===== src/rtl/muldiv_pkg.sv =====
// Shared encodings for the iterative multiply/divide unit.
package muldiv_pkg;

   // Operation codes, identical to the ALU operation encoding
   localparam logic [4:0] OP_MUL = 5'b00011;
   localparam logic [4:0] OP_DIV = 5'b00100;

   // Control states of the sequencer
   typedef enum logic [1:0] {
      IDLE = 2'd0,
      RUN  = 2'd1,
      DONE = 2'd2
   } state_e;

   // Bit positions inside the flag output
   localparam int FLG_ZERO   = 0;
   localparam int FLG_DIVZ   = 1;
   localparam int FLG_MULOVF = 2;

endpackage


===== src/rtl/muldiv_seq.sv =====
// Iterative unsigned multiply/divide unit for the EX stage.
// MUL: shift-add over WIDTH cycles. DIV: restoring division over WIDTH cycles.
// A single 2*WIDTH accumulator is shared by both operations:
//   MUL: {partial product high, multiplier being shifted out}
//   DIV: {partial remainder, dividend being shifted out / quotient shifted in}
module muldiv_seq
   import muldiv_pkg::*;
#(
   parameter int WIDTH = 32,
   parameter int CNT_W = 6
) (
   input  logic             clk,
   input  logic             reset,
   input  logic             start,
   input  logic [4:0]       op,
   input  logic [WIDTH-1:0] data_a,
   input  logic [WIDTH-1:0] data_b,
   output logic             busy,
   output logic             done,
   output logic [WIDTH-1:0] result,
   output logic [WIDTH-1:0] result_hi,
   output logic [3:0]       flag
);

   state_e               state_q, state_d;
   logic [CNT_W-1:0]     cnt_q, cnt_d;
   logic [2*WIDTH-1:0]   acc_q, acc_d;
   logic [WIDTH-1:0]     opnd_q, opnd_d;
   logic                 is_div_q, is_div_d;
   logic                 busy_q, busy_d;
   logic                 done_q, done_d;
   logic [WIDTH-1:0]     result_q, result_d;
   logic [WIDTH-1:0]     result_hi_q, result_hi_d;
   logic [3:0]           flag_q, flag_d;

   logic                 op_valid;
   logic                 accept;
   logic [WIDTH:0]       mul_sum;
   logic [WIDTH:0]       div_rem_sh;
   logic [WIDTH:0]       div_diff;
   logic [2*WIDTH-1:0]   acc_step;

   assign op_valid = (op == OP_MUL) || (op == OP_DIV);
   assign accept   = (state_q != RUN) && start && op_valid;

   // One iteration of the shared datapath, applied to the current accumulator
   always_comb begin
      mul_sum    = {1'b0, acc_q[2*WIDTH-1:WIDTH]} + (acc_q[0] ? {1'b0, opnd_q} : '0);
      div_rem_sh = {acc_q[2*WIDTH-1:WIDTH], acc_q[WIDTH-1]};
      div_diff   = div_rem_sh - {1'b0, opnd_q};
      acc_step   = {mul_sum, acc_q[WIDTH-1:1]};
      if (is_div_q) begin
         // Remainder fits in WIDTH bits after the subtract since it is below the divisor
         if (div_rem_sh >= {1'b0, opnd_q}) begin
            acc_step = {div_diff[WIDTH-1:0], acc_q[WIDTH-2:0], 1'b1};
         end else begin
            acc_step = {div_rem_sh[WIDTH-1:0], acc_q[WIDTH-2:0], 1'b0};
         end
      end
   end

   // Sequencer next-state, operand capture and result/flag update at entry to DONE
   always_comb begin
      state_d     = state_q;
      cnt_d       = cnt_q;
      acc_d       = acc_q;
      opnd_d      = opnd_q;
      is_div_d    = is_div_q;
      result_d    = result_q;
      result_hi_d = result_hi_q;
      flag_d      = flag_q;

      case (state_q)
         IDLE, DONE: begin
            state_d = IDLE;
            if (accept) begin
               is_div_d = (op == OP_DIV);
               cnt_d    = '0;
               if (op == OP_DIV) begin
                  opnd_d = data_b;
                  acc_d  = {{WIDTH{1'b0}}, data_a};
                  if (data_b == '0) begin
                     // Divide-by-zero short-circuits straight to DONE
                     state_d                = DONE;
                     result_d               = '1;
                     result_hi_d            = data_a;
                     flag_d                 = '0;
                     flag_d[FLG_DIVZ]       = 1'b1;
                     flag_d[FLG_ZERO]       = (result_d == '0);
                  end else begin
                     state_d = RUN;
                  end
               end else begin
                  opnd_d  = data_a;
                  acc_d   = {{WIDTH{1'b0}}, data_b};
                  state_d = RUN;
               end
            end
         end
         RUN: begin
            acc_d = acc_step;
            cnt_d = cnt_q + 1'b1;
            if (cnt_q == CNT_W'(WIDTH - 1)) begin
               state_d            = DONE;
               result_d           = acc_step[WIDTH-1:0];
               result_hi_d        = acc_step[2*WIDTH-1:WIDTH];
               flag_d             = '0;
               flag_d[FLG_ZERO]   = (acc_step[WIDTH-1:0] == '0);
               flag_d[FLG_MULOVF] = !is_div_q && (acc_step[2*WIDTH-1:WIDTH] != '0);
            end
         end
         default: begin
            state_d = IDLE;
         end
      endcase

      busy_d = (state_d == RUN);
      done_d = (state_d == DONE);
   end

   // State, counter, datapath and registered outputs
   always_ff @(posedge clk) begin
      acc_q  <= acc_d;
      opnd_q <= opnd_d;
      if (reset) begin
         state_q     <= IDLE;
         cnt_q       <= '0;
         is_div_q    <= 1'b0;
         busy_q      <= 1'b0;
         done_q      <= 1'b0;
         result_q    <= '0;
         result_hi_q <= '0;
         flag_q      <= '0;
      end else begin
         state_q     <= state_d;
         cnt_q       <= cnt_d;
         is_div_q    <= is_div_d;
         busy_q      <= busy_d;
         done_q      <= done_d;
         result_q    <= result_d;
         result_hi_q <= result_hi_d;
         flag_q      <= flag_d;
      end
   end

   assign busy      = busy_q;
   assign done      = done_q;
   assign result    = result_q;
   assign result_hi = result_hi_q;
   assign flag      = flag_q;

endmodule


===== config.mk =====
export PLATFORM = sky130hd
export DESIGN_NAME = muldiv_seq
export DESIGN_NICKNAME = d
export VERILOG_FILES = /design/src/rtl/muldiv_pkg.sv /design/src/rtl/muldiv_seq.sv
export SDC_FILE = /design/constraint.sdc
export NUM_CORES = 1
export LEC_CHECK = 0
export CAP_MARGIN = 20
export CORE_ASPECT_RATIO = 0.7
export CORE_MARGIN = 4
export CORE_UTILIZATION = 55
export DETAILED_ROUTE_END_ITERATION = 10
export GPL_ROUTABILITY_DRIVEN = 0
export GPL_TIMING_DRIVEN = 0
export PLACE_DENSITY = 0.75
export SETUP_SLACK_MARGIN = 0.2
export SLEW_MARGIN = 20
export SYNTH_ARGS = -nofsm -noshare
export SYNTH_HDL_FRONTEND = slang
export SYNTH_SLANG_ARGS = --single-unit

===== constraint.sdc =====
create_clock -name clk -period 4.2 [get_ports clk]
set_clock_uncertainty 0.1 [all_clocks]
set_input_delay 1.05 -clock clk [delete_from_list [all_inputs] [get_ports clk]]
set_output_delay 1.05 -clock clk [all_outputs]
set_load 0.05 [all_outputs]

==> results.cfg <==
[outcome]
status = complete, but fails checks
violations = DRC

[worst_setup_path]
critPathArrivalTime_ns = 4.26
cp_data_required_time_ns = 4.39
worstSetupEndpointType = flip-flop
start_kind = flip-flop
crit_fanout = 10
worstSetupPathType = reg2reg

[grt]
grt_usage = 0.3591
grt.overflow.total = 0
antenna_found_initial = 1
grt_pass1_wl_um = 69460
grt_pass1_vias = 12140
grt_start_max_net_pins = 50

[placement]
numPortBuffers = 139
hpwlAfterDp_um = 36120
place_inst = 1938
dpl_worst_slack_ns = -0.2770

[yosys]
synth_cell_types = 83
async_reset_ff_frac = 0
synth_top_area_share = 0.2348
synth_area_leader_cell = edfxtp_1
synth_commonest_cells = nand2_1 (262), nor2_1 (137), a21oi_1 (98)
syn_inst = 1516
yosysMostFrequentCell = nand2_1
ys_ff_latch = 174
ys_warn_count = 0
syn-cell-area_mm2 = 0.01228
syn_avg_cell_area_um2 = 8.097
synth.net_count = 1655
synth-edff-count = 96
ys.flop_type = edfxtp_1
synth_area_leaders = edfxtp_1 (23%), dfxtp_1 (13%), nand2_1 (8.0%), ha_1 (6.6%), a211oi_1 (5.4%)
seq_area_frac_synth = 0.3620

[clocking]
cts-root-buf = clkbuf_16
clkTransAtPathRegs_ns = 0.07
htreeDepth = 4
cts_buffer_depth = 2
cts_tree = yes
insertion_delay_ns = 0.44
numCtsBuffers = 17
cts_num_sinks = 174

[timing]
rsz0062_at_grt = yes
period_minus_slack_ns = 4.077
max_freq_ghz = 0.2453
fin_ws_ns = 0.1230
hold_viol_final = 0
slew_headroom = 0.3364
report.final.slew_viol_count = 0
setup_viol = 0
worst_slew_pin_slew_ns = 0.9954
period_share = 0.9707

[route]
num_vias = 13170
drt_iter0_drc = 2220
antenna_left = 0
firstDrtPassIters = 9
post_drt_wl_per_cell_um = 23.73
drcViolationCount = 1
wirelength_um = 47100
vias_per_cell = 6.634

[cells_and_area]
final.fill_count = 1754
drive_gt1_frac = 0.08045
antenna_cells = 0
area_delta_synth_final_pct = 22.65
utilization = 0.6910
fin_nets = 1829
finalNonFillerCells = 1985

[pwr]
p_leak_nw = 5.738
ir_drop_mv = 0.2999
power.density_mw_per_mm2 = 269.4
total_power_mw = 4.056

[worst_hold_path]
hold_path_class = reg2reg

[floorplanning]
fp.coreArea_mm2 = 0.02179
ios = 142
core.rowCount = 45
dieArea_mm2 = 0.02481
start_util = 0.5634
die_y_um = 133.0
die_w_um = 186.6

[run]
maxCapViolCount = 0
## placed cells by master (no fill, tap or decap), types with 32 or more instances in the layout
cell type	netlist	layout
a211oi_1	89	88
a21oi_1	98	92
a31oi_1	44	42
and2_1	48	48
clkbuf_1	72	62
clkdlybuf4s50_1	0	139
dfxtp_1	78	78
edfxtp_1	96	96
ha_1	65	59
inv_1	51	50
nand2_1	262	260
nand3_1	35	33
nor2_1	137	137
nor2b_1	43	43
nor3_1	39	39
o21ai_0	59	56
xnor2_1	32	32
## final timing paths
kind	start	end	slack [ns]	depth (start not counted)
worst min register to register	result_hi[23]	result_hi[23]	0.38	2
worst max-delay path	acc_q[0]	flag[2]	0.12	14
worst min-delay path	result_hi[23]	result_hi[23]	0.38	2
worst max register to register	acc_q[0]	flag[2]	0.12	14
## metrics by stage
stage | hold WS (ns) | area [um2] | TNS (ns)
after global routing | 0.3745 | 15060 | 0
after floorplan | 0.3487 | 12280 | 0
final | 0.3811 | 15060 | 0
after global placement | 0.3421 | 14020 | -65.02
after detailed placement | 0.3604 | 14050 | -4.580
after CTS | 0.3700 | 14870 | 0
## final cells by class
type	count	area, um2	share of cell area
buffer	99	445.4	0.02959
clock buffer	19	452.9	0.03008
clock inverter	13	161.4	0.01072
inverter	51	191.4	0.01272
multi-input combinational	1191	7468	0.4961
sequential	174	4444	0.2952
tap	282	352.8	0.02344
timing repair buffer	156	1539	0.1022
## metal layers
metal  GRT usage  share of wire  routed length, um  up-vias
met2      0.5035           0.40              18770     1081
li1            -              -                  -     5835
met3      0.1361           0.16               7431      166
met5           0        0.00038                 18        -
met1      0.5129           0.41              19210     6084
met4      0.1125          0.035               1669        2
## repair_timing
| item | 4_1_cts | 5_1_grt |
|---|---|---|
| endpoints found under the hold margin | 0 | 0 |
| setup buffers | 9 | 7 |
| hold buffers | 0 | 0 |
| gates resized for setup | 33 | 38 |
| pin swaps | 6 | 11 |
| setup endpoints to repair | 13 | 33 |
## registers in the layout, summed over array words and instances, names as in the netlist
register and cells:
result_hi 32, done 1, opnd_q 32, state_q 2, is_div_q 1, cnt_q 6, flag 3, acc_q 64
result 32, busy 1
## worst max-delay path, stage by stage, from the launching register on
cell and delay, ns:
edfxtp_1 0.54, clkbuf_8 0.24, and2_1 0.14, ha_1 0.36, nand2_1 0.21, nor2_1 0.11, a221oi_4 0.29, o21ai_4 0.13
a211oi_4 0.30, o21ai_2 0.13, a2111o_1 0.43, o211a_1 0.14, or4b_4 0.52, nor4_2 0.15, a311oi_1 0.14
## power by group
part           total [mW]  internal [mW]  switching (mW)
registers            1.84           1.82          0.0227
clock network        1.69          0.972           0.720
logic               0.522          0.208           0.315
total                4.06           3.00            1.06
## kinds of logic after synthesis
kind of cell / synth area share
AND/OR/NAND/NOR: 0.2466
AO/OA/AOI/OAI: 0.2243
flip-flops: 0.3620
buffers and inverters: 0.04933
adder cells (fa/ha/maj): 0.06951
XOR/XNOR: 0.03853
multiplexers: 0.009377
other: 0.0003055
Power figures use the tool's default switching activity.
